## config.mk

```make
export PLATFORM = sky130hd
export DESIGN_NAME = cp0_reg
export DESIGN_NICKNAME = d
export VERILOG_FILES = /design/src/rtl/cp0_reg.sv
export SDC_FILE = /design/constraint.sdc
export NUM_CORES = 1
export LEC_CHECK = 0
export BUFFER_PORTS_ARGS = -buffer_cell sky130_fd_sc_hd__buf_2
export CAP_MARGIN = 25
export CORE_MARGIN = 2
export CORE_UTILIZATION = 54
export CTS_CLUSTER_SIZE = 30
export DETAILED_ROUTE_END_ITERATION = 16
export PLACE_DENSITY = 0.86
export SYNTH_ARGS = -nofsm -noshare
export SYNTH_HDL_FRONTEND = slang
export SYNTH_SLANG_ARGS = --single-unit
```

## constraint.sdc

```tcl
create_clock -name clk -period 3.3 [get_ports clk]
set_input_delay 0 -clock clk [delete_from_list [all_inputs] [get_ports clk]]
set_output_delay 0 -clock clk [all_outputs]
set_load 0.02 [all_outputs]
```

## src/rtl/cp0_reg.sv

```systemverilog
// CP0 register file: Count/Compare timer, Status, Cause, EPC, PRId.
// Serves mtc0/mfc0 from EX and records exception entry/return state.
//
// Ports:
//   clk, rst          core clock; asynchronous active-low reset
//   we/waddr/wdata    mtc0 write port
//   raddr/rdata       mfc0 read port (combinational, write-forwarded)
//   int_i             level-sensitive hardware interrupt lines
//   excptype_i/pc_i   exception request and faulting PC from EX
//   count_o ..epc_o   architectural register views
//   timer_int_o       sticky timer interrupt flag
//   int_pending_o     unmasked interrupt pending
module cp0_reg #(
   parameter logic [31:0] PRID_VALUE = 32'h0001_0100,
   parameter bit          TIMER_EN   = 1'b1
) (
   input  logic        clk,
   input  logic        rst,
   input  logic        we,
   input  logic [4:0]  waddr,
   input  logic [31:0] wdata,
   input  logic [4:0]  raddr,
   output logic [31:0] rdata,
   input  logic [5:0]  int_i,
   input  logic [31:0] excptype_i,
   input  logic [31:0] pc_i,
   output logic [31:0] count_o,
   output logic [31:0] compare_o,
   output logic [31:0] status_o,
   output logic [31:0] cause_o,
   output logic [31:0] epc_o,
   output logic        timer_int_o,
   output logic        int_pending_o
);

   localparam logic [4:0] R_COUNT   = 5'd9;
   localparam logic [4:0] R_COMPARE = 5'd11;
   localparam logic [4:0] R_STATUS  = 5'd12;
   localparam logic [4:0] R_CAUSE   = 5'd13;
   localparam logic [4:0] R_EPC     = 5'd14;
   localparam logic [4:0] R_PRID    = 5'd15;

   logic [31:0] count_q;
   logic [31:0] compare_q;
   logic [31:0] status_q;
   logic [31:0] epc_q;
   logic [5:0]  hw_q;
   logic [1:0]  ip_q;
   logic [4:0]  exc_q;
   logic        timer_q;
   logic [31:0] cause_w;

   logic exc_any;
   logic sw_we;
   logic is_int;
   logic is_sys;
   logic is_eret;
   logic timer_hit;
   logic wr_count;
   logic wr_compare;
   logic wr_status;
   logic wr_cause;
   logic wr_epc;

   assign exc_any = |excptype_i;
   // Any exception request, even an unknown code, drops the mtc0.
   assign sw_we   = we & ~exc_any;
   assign is_int  = (excptype_i == 32'h1);
   assign is_sys  = (excptype_i == 32'h8);
   assign is_eret = (excptype_i == 32'he);

   assign wr_count   = sw_we & (waddr == R_COUNT);
   assign wr_compare = sw_we & (waddr == R_COMPARE);
   assign wr_status  = sw_we & (waddr == R_STATUS);
   assign wr_cause   = sw_we & (waddr == R_CAUSE);
   assign wr_epc     = sw_we & (waddr == R_EPC);

   assign timer_hit = TIMER_EN
                    & (count_q == compare_q)
                    & (compare_q != 32'h0);

   assign cause_w = {16'h0, hw_q, ip_q, 1'b0, exc_q, 2'b00};

   always_ff @(posedge clk or negedge rst) begin
      if (!rst) begin
         count_q   <= 32'h0;
         compare_q <= 32'h0;
         status_q  <= 32'h1000_0000;
         epc_q     <= 32'h0;
         hw_q      <= 6'h0;
         ip_q      <= 2'h0;
         exc_q     <= 5'h0;
         timer_q   <= 1'b0;
      end else begin
         if (wr_count) count_q <= wdata;
         else          count_q <= count_q + 32'd1;

         // Compare write beats a same-cycle match.
         if (wr_compare) begin
            compare_q <= wdata;
            timer_q   <= 1'b0;
         end else if (timer_hit) begin
            timer_q   <= 1'b1;
         end

         hw_q <= {int_i[5] | timer_q, int_i[4:0]};

         if (wr_cause) ip_q <= wdata[9:8];

         if (is_int | is_sys) begin
            status_q[1] <= 1'b1;
            exc_q       <= is_sys ? 5'd8 : 5'd0;
            // Nested exception keeps the outer EPC.
            if (!status_q[1]) epc_q <= pc_i;
         end else if (is_eret) begin
            status_q[1] <= 1'b0;
         end else begin
            if (wr_status) status_q <= wdata;
            if (wr_epc)    epc_q    <= wdata;
         end
      end
   end

   always_comb begin
      rdata = 32'h0;
      case (raddr)
         R_COUNT:   rdata = count_q;
         R_COMPARE: rdata = compare_q;
         R_STATUS:  rdata = status_q;
         R_CAUSE:   rdata = cause_w;
         R_EPC:     rdata = epc_q;
         R_PRID:    rdata = PRID_VALUE;
         default:   rdata = 32'h0;
      endcase
      if (sw_we && (waddr == raddr)) begin
         case (raddr)
            R_COUNT,
            R_COMPARE,
            R_STATUS,
            R_EPC:   rdata = wdata;
            R_CAUSE: rdata = {cause_w[31:10],
                              wdata[9:8],
                              cause_w[7:0]};
            default: ;
         endcase
      end
   end

   assign count_o     = count_q;
   assign compare_o   = compare_q;
   assign status_o    = status_q;
   assign cause_o     = cause_w;
   assign epc_o       = epc_q;
   assign timer_int_o = timer_q;
   assign int_pending_o = status_q[0] & ~status_q[1]
                        & |(cause_w[15:8] & status_q[15:8]);

endmodule

```

==> flow_metrics.py <==
metrics = {
    "placed_design": {
        "port_buffers": 285,
        "hpwl_um": 20100,
        "placed_area_mm2": 0.00979,
        "dp.cells": 1260,
        "place.gp.congestion": 0.882,
    },
    "detailed_routing": {
        "avgRoutedWirePerCell_um": 22.8,
        "drt_wl_total_um": 32000,
        "final_antenna_net_count": 0,
        "drc_errors": 0,
        "via_per_inst": 6.40,
        "drtIter0Drc": 908,
        "num_vias": 8957,
        "first_pass_iters": 7,
    },
    "setup_path": {
        "critPathBufInv": 4,
        "reg2reg_from": "status_o[1]",
        "endpoint_kind": "output port",
        "cpMostUsedCell": "buf_2",
        "startpoint": "excptype_i[3]",
        "cp-start-kind": "input port",
        "slowest_stage": "or3_1",
        "required_ps": 3300,
        "cp_top_family": "simple AND/OR/NAND/NOR gates",
        "cp_cell_sequence": "dlygate4sd3_1 > buf_2 > nor4b_4 > nand2_1 > or3_1 > nor3b_4 > buf_12 > o21bai_1 > buf_2",
        "path_max_fanout": 22,
        "crit_type": "input port to output port",
        "slowest_delay_ps": 620,
        "cp.arrival_ps": 2990,
    },
    "worst_hold_path": {
        "min_path_type": "input port to flop",
        "hold_start": "waddr[2]",
    },
    "yosys": {
        "synth.avg_cell_area_um2": 10.0,
        "netlist_area_mm2": 0.00830,
        "synth_area_leaders": "dfrtp_1, mux2_2, xor2_1",
        "syn_inst": 826,
        "yosys.area.top_type": "dfrtp_1",
        "yosys_warnings": 0,
        "ys.flop_type": "dfrtp_1",
        "async_reset_ff_share_pct": 100,
        "synthTopCellsByCount": "dfrtp_1, nor2_1, mux2_2",
        "seq_area_frac_synth_pct": 41.6,
        "synth_edf_count": 0,
        "ys_ff_latch": 138,
        "yosysTopAreaCellShare_pct": 41.3,
        "synthDistinctLibCells": 57,
        "synth.most_common_cell": "dfrtp_1",
    },
    "sta": {
        "slew_headroom_pct": 38.1,
        "slew_violations": 0,
        "worst_slew_pin_slew_ps": 928,
        "min_period_ps": 2990,
        "finalClockSkew_ps": 9.75,
        "hold_viol_final": 0,
        "fin_crit_sh_pct": 90.6,
        "grt_setup_unrepaired": "false",
        "tns_ps": 0,
        "holdWs_ps": 16.9,
        "setup_viol": 0,
        "fmax_mhz": 335,
    },
    "final_layout": {
        "multi_input_area_mm2": 0.00448,
        "fin_cells": 1400,
        "n_fill_cell": 1011,
        "layout.nets": 1314,
        "seq_area_mm2": 0.00345,
        "final_cell_area_mm2": 0.0115,
        "syn2layout_area_growth_pct": 38.5,
        "drive_above_1_share_pct": 34.8,
    },
    "global_routing": {
        "first_global_vias": 8871,
        "grt_max_degree": 105,
        "grtUsageTotal_pct": 39.3,
        "antenna_found_initial": 1,
        "grt_remaining_overflow": 0,
        "grt_pass1_wl_um": 49100,
    },
    "floorplanning": {
        "die_h_um": 128,
        "fp.dieW_um": 128,
        "io_pins": 309,
        "dieArea_mm2": 0.0164,
        "start_util_pct": 55.0,
        "coreArea_mm2": 0.0151,
        "rows": 45,
    },
    "clocking": {
        "h-tree-depth": 4,
        "clock_sinks": 138,
        "cts_made_buffers": 17,
        "clk_latency_ps": 430,
        "clk_pin_slew_worst_paths_ps": 60,
        "clk_path_buf_depth": 2,
        "post_cts_buffers": 0,
        "cts_tree": "done",
        "cts_root_buffer": "clkbuf_16",
    },
    "power_and_ir_drop": {
        "cellLeakagePower_nw": 5.77,
        "power.density_mw_per_mm2": 357,
        "power.total_mw": 4.11,
        "peakVddDrop_mv": 0.352,
    },
    "status": {
        "outcome": "finished clean",
    },
    "flow_run": {
        "max_cap_violations": 0,
    },
}
[layer usage]
metal	share of wire, %	global-route usage, %
met3	9.7	7.85
met2	48	64.9
met4	5.3	21.6
met1	37	48.5
met5	0	0
[what timing repair did]
item / 4_1_cts / 5_1_grt
endpoints found under the setup margin: 0 / 0
gates resized for setup: 0 / 0
hold buffers: 105 / 1
endpoints found under the hold margin: 238 / 4
[where the power goes]
group | leakage (nW) | internal (mW) | switching (mW)
clock | 0.298 | 1.30 | 0.732
sequential | 1.80 | 1.70 | 0.00407
combinational | 3.67 | 0.159 | 0.213
[flip-flops by register name, summed over array words and instances (netlist names)]
| register | cells |
|---|---|
| compare_o | 32 |
| count_o | 32 |
| epc_o | 32 |
| exc_q | 1 |
| hw_q | 6 |
| ip_q | 2 |
| status_o | 32 |
| timer_int_o | 1 |
[final timing paths]
check / endpoint / slack (ps) / cells after the start
max: rdata[16] / 310 / 9
min: ip_q[0] / 20 / 3
max reg2reg: epc_o[28] / 420 / 5
min reg2reg: status_o[25] / 530 / 1
max in group asynchronous: epc_o[14] / 1860 / 5
min in group asynchronous: epc_o[0] / 460 / 3
[metrics by stage]
step	util (%)	setup slack (ps)
floorplan	-	1200
global placement	64.9	850
detailed placement	64.9	777
CTS	75.9	387
global route	76.2	220
finish	76.2	312
[worst min-delay path, cell delays in order]
cell and delay (ps):
buf_2 130, nand4b_1 120, mux2_2 150
[layout by cell type (no fill, tap or decap), drive strengths merged, types with 4 or more instances in the layout]
| cell | netlist | layout |
|---|---|---|
| or3 | 4 | 4 |
| xnor2 | 17 | 17 |
| buf | 53 | 306 |
| mux2 | 69 | 69 |
| o21bai | 8 | 8 |
| nor2 | 98 | 98 |
| nor4 | 33 | 33 |
| dlygate4sd3 | 0 | 106 |
| and4 | 6 | 6 |
| clkbuf | 28 | 24 |
| a21oi | 41 | 41 |
| o2bb2ai | 22 | 22 |
| a221oi | 23 | 23 |
| o22ai | 40 | 40 |
| mux2i | 39 | 39 |
| nand2 | 15 | 15 |
| nand4 | 20 | 20 |
| a22oi | 8 | 8 |
| nand2b | 4 | 4 |
| inv | 7 | 7 |
| bufinv | 0 | 4 |
| dfrtp | 137 | 137 |
| o21ai | 5 | 5 |
| nor3 | 45 | 45 |
| xor2 | 52 | 52 |
| and3 | 10 | 10 |
| nand3 | 13 | 13 |
| conb | 1 | 23 |
[layout make-up]
cell class | instances | share of cell area (%)
flip-flops and latches | 138 | 30.0
clock buffers | 24 | 4.10
clock inverters | 8 | 1.24
repair buffers | 412 | 23.3
inverters | 7 | 0.229
multi-input cells | 622 | 39.0
well taps | 188 | 2.05
diodes | 1 | 0.0218
[cells by family (layout without fill, tap and decap cells)]
family | Yosys count | count (layout) | share of synthesized area (%)
xor gates and xnor gates | 69 | 69 | 7.28
muxes | 108 | 108 | 14.1
and+or+nand+nor | 264 | 264 | 17.4
DFF | 138 | 138 | 41.6
AOI/OAI and AO/OA | 157 | 157 | 13.7
adders and majority gates | 1 | 1 | 0.151
buffers and inverters | 88 | 451 | 5.77
other | 1 | 24 | 0.0452
Note: power is estimated with default switching activity, not from simulation.
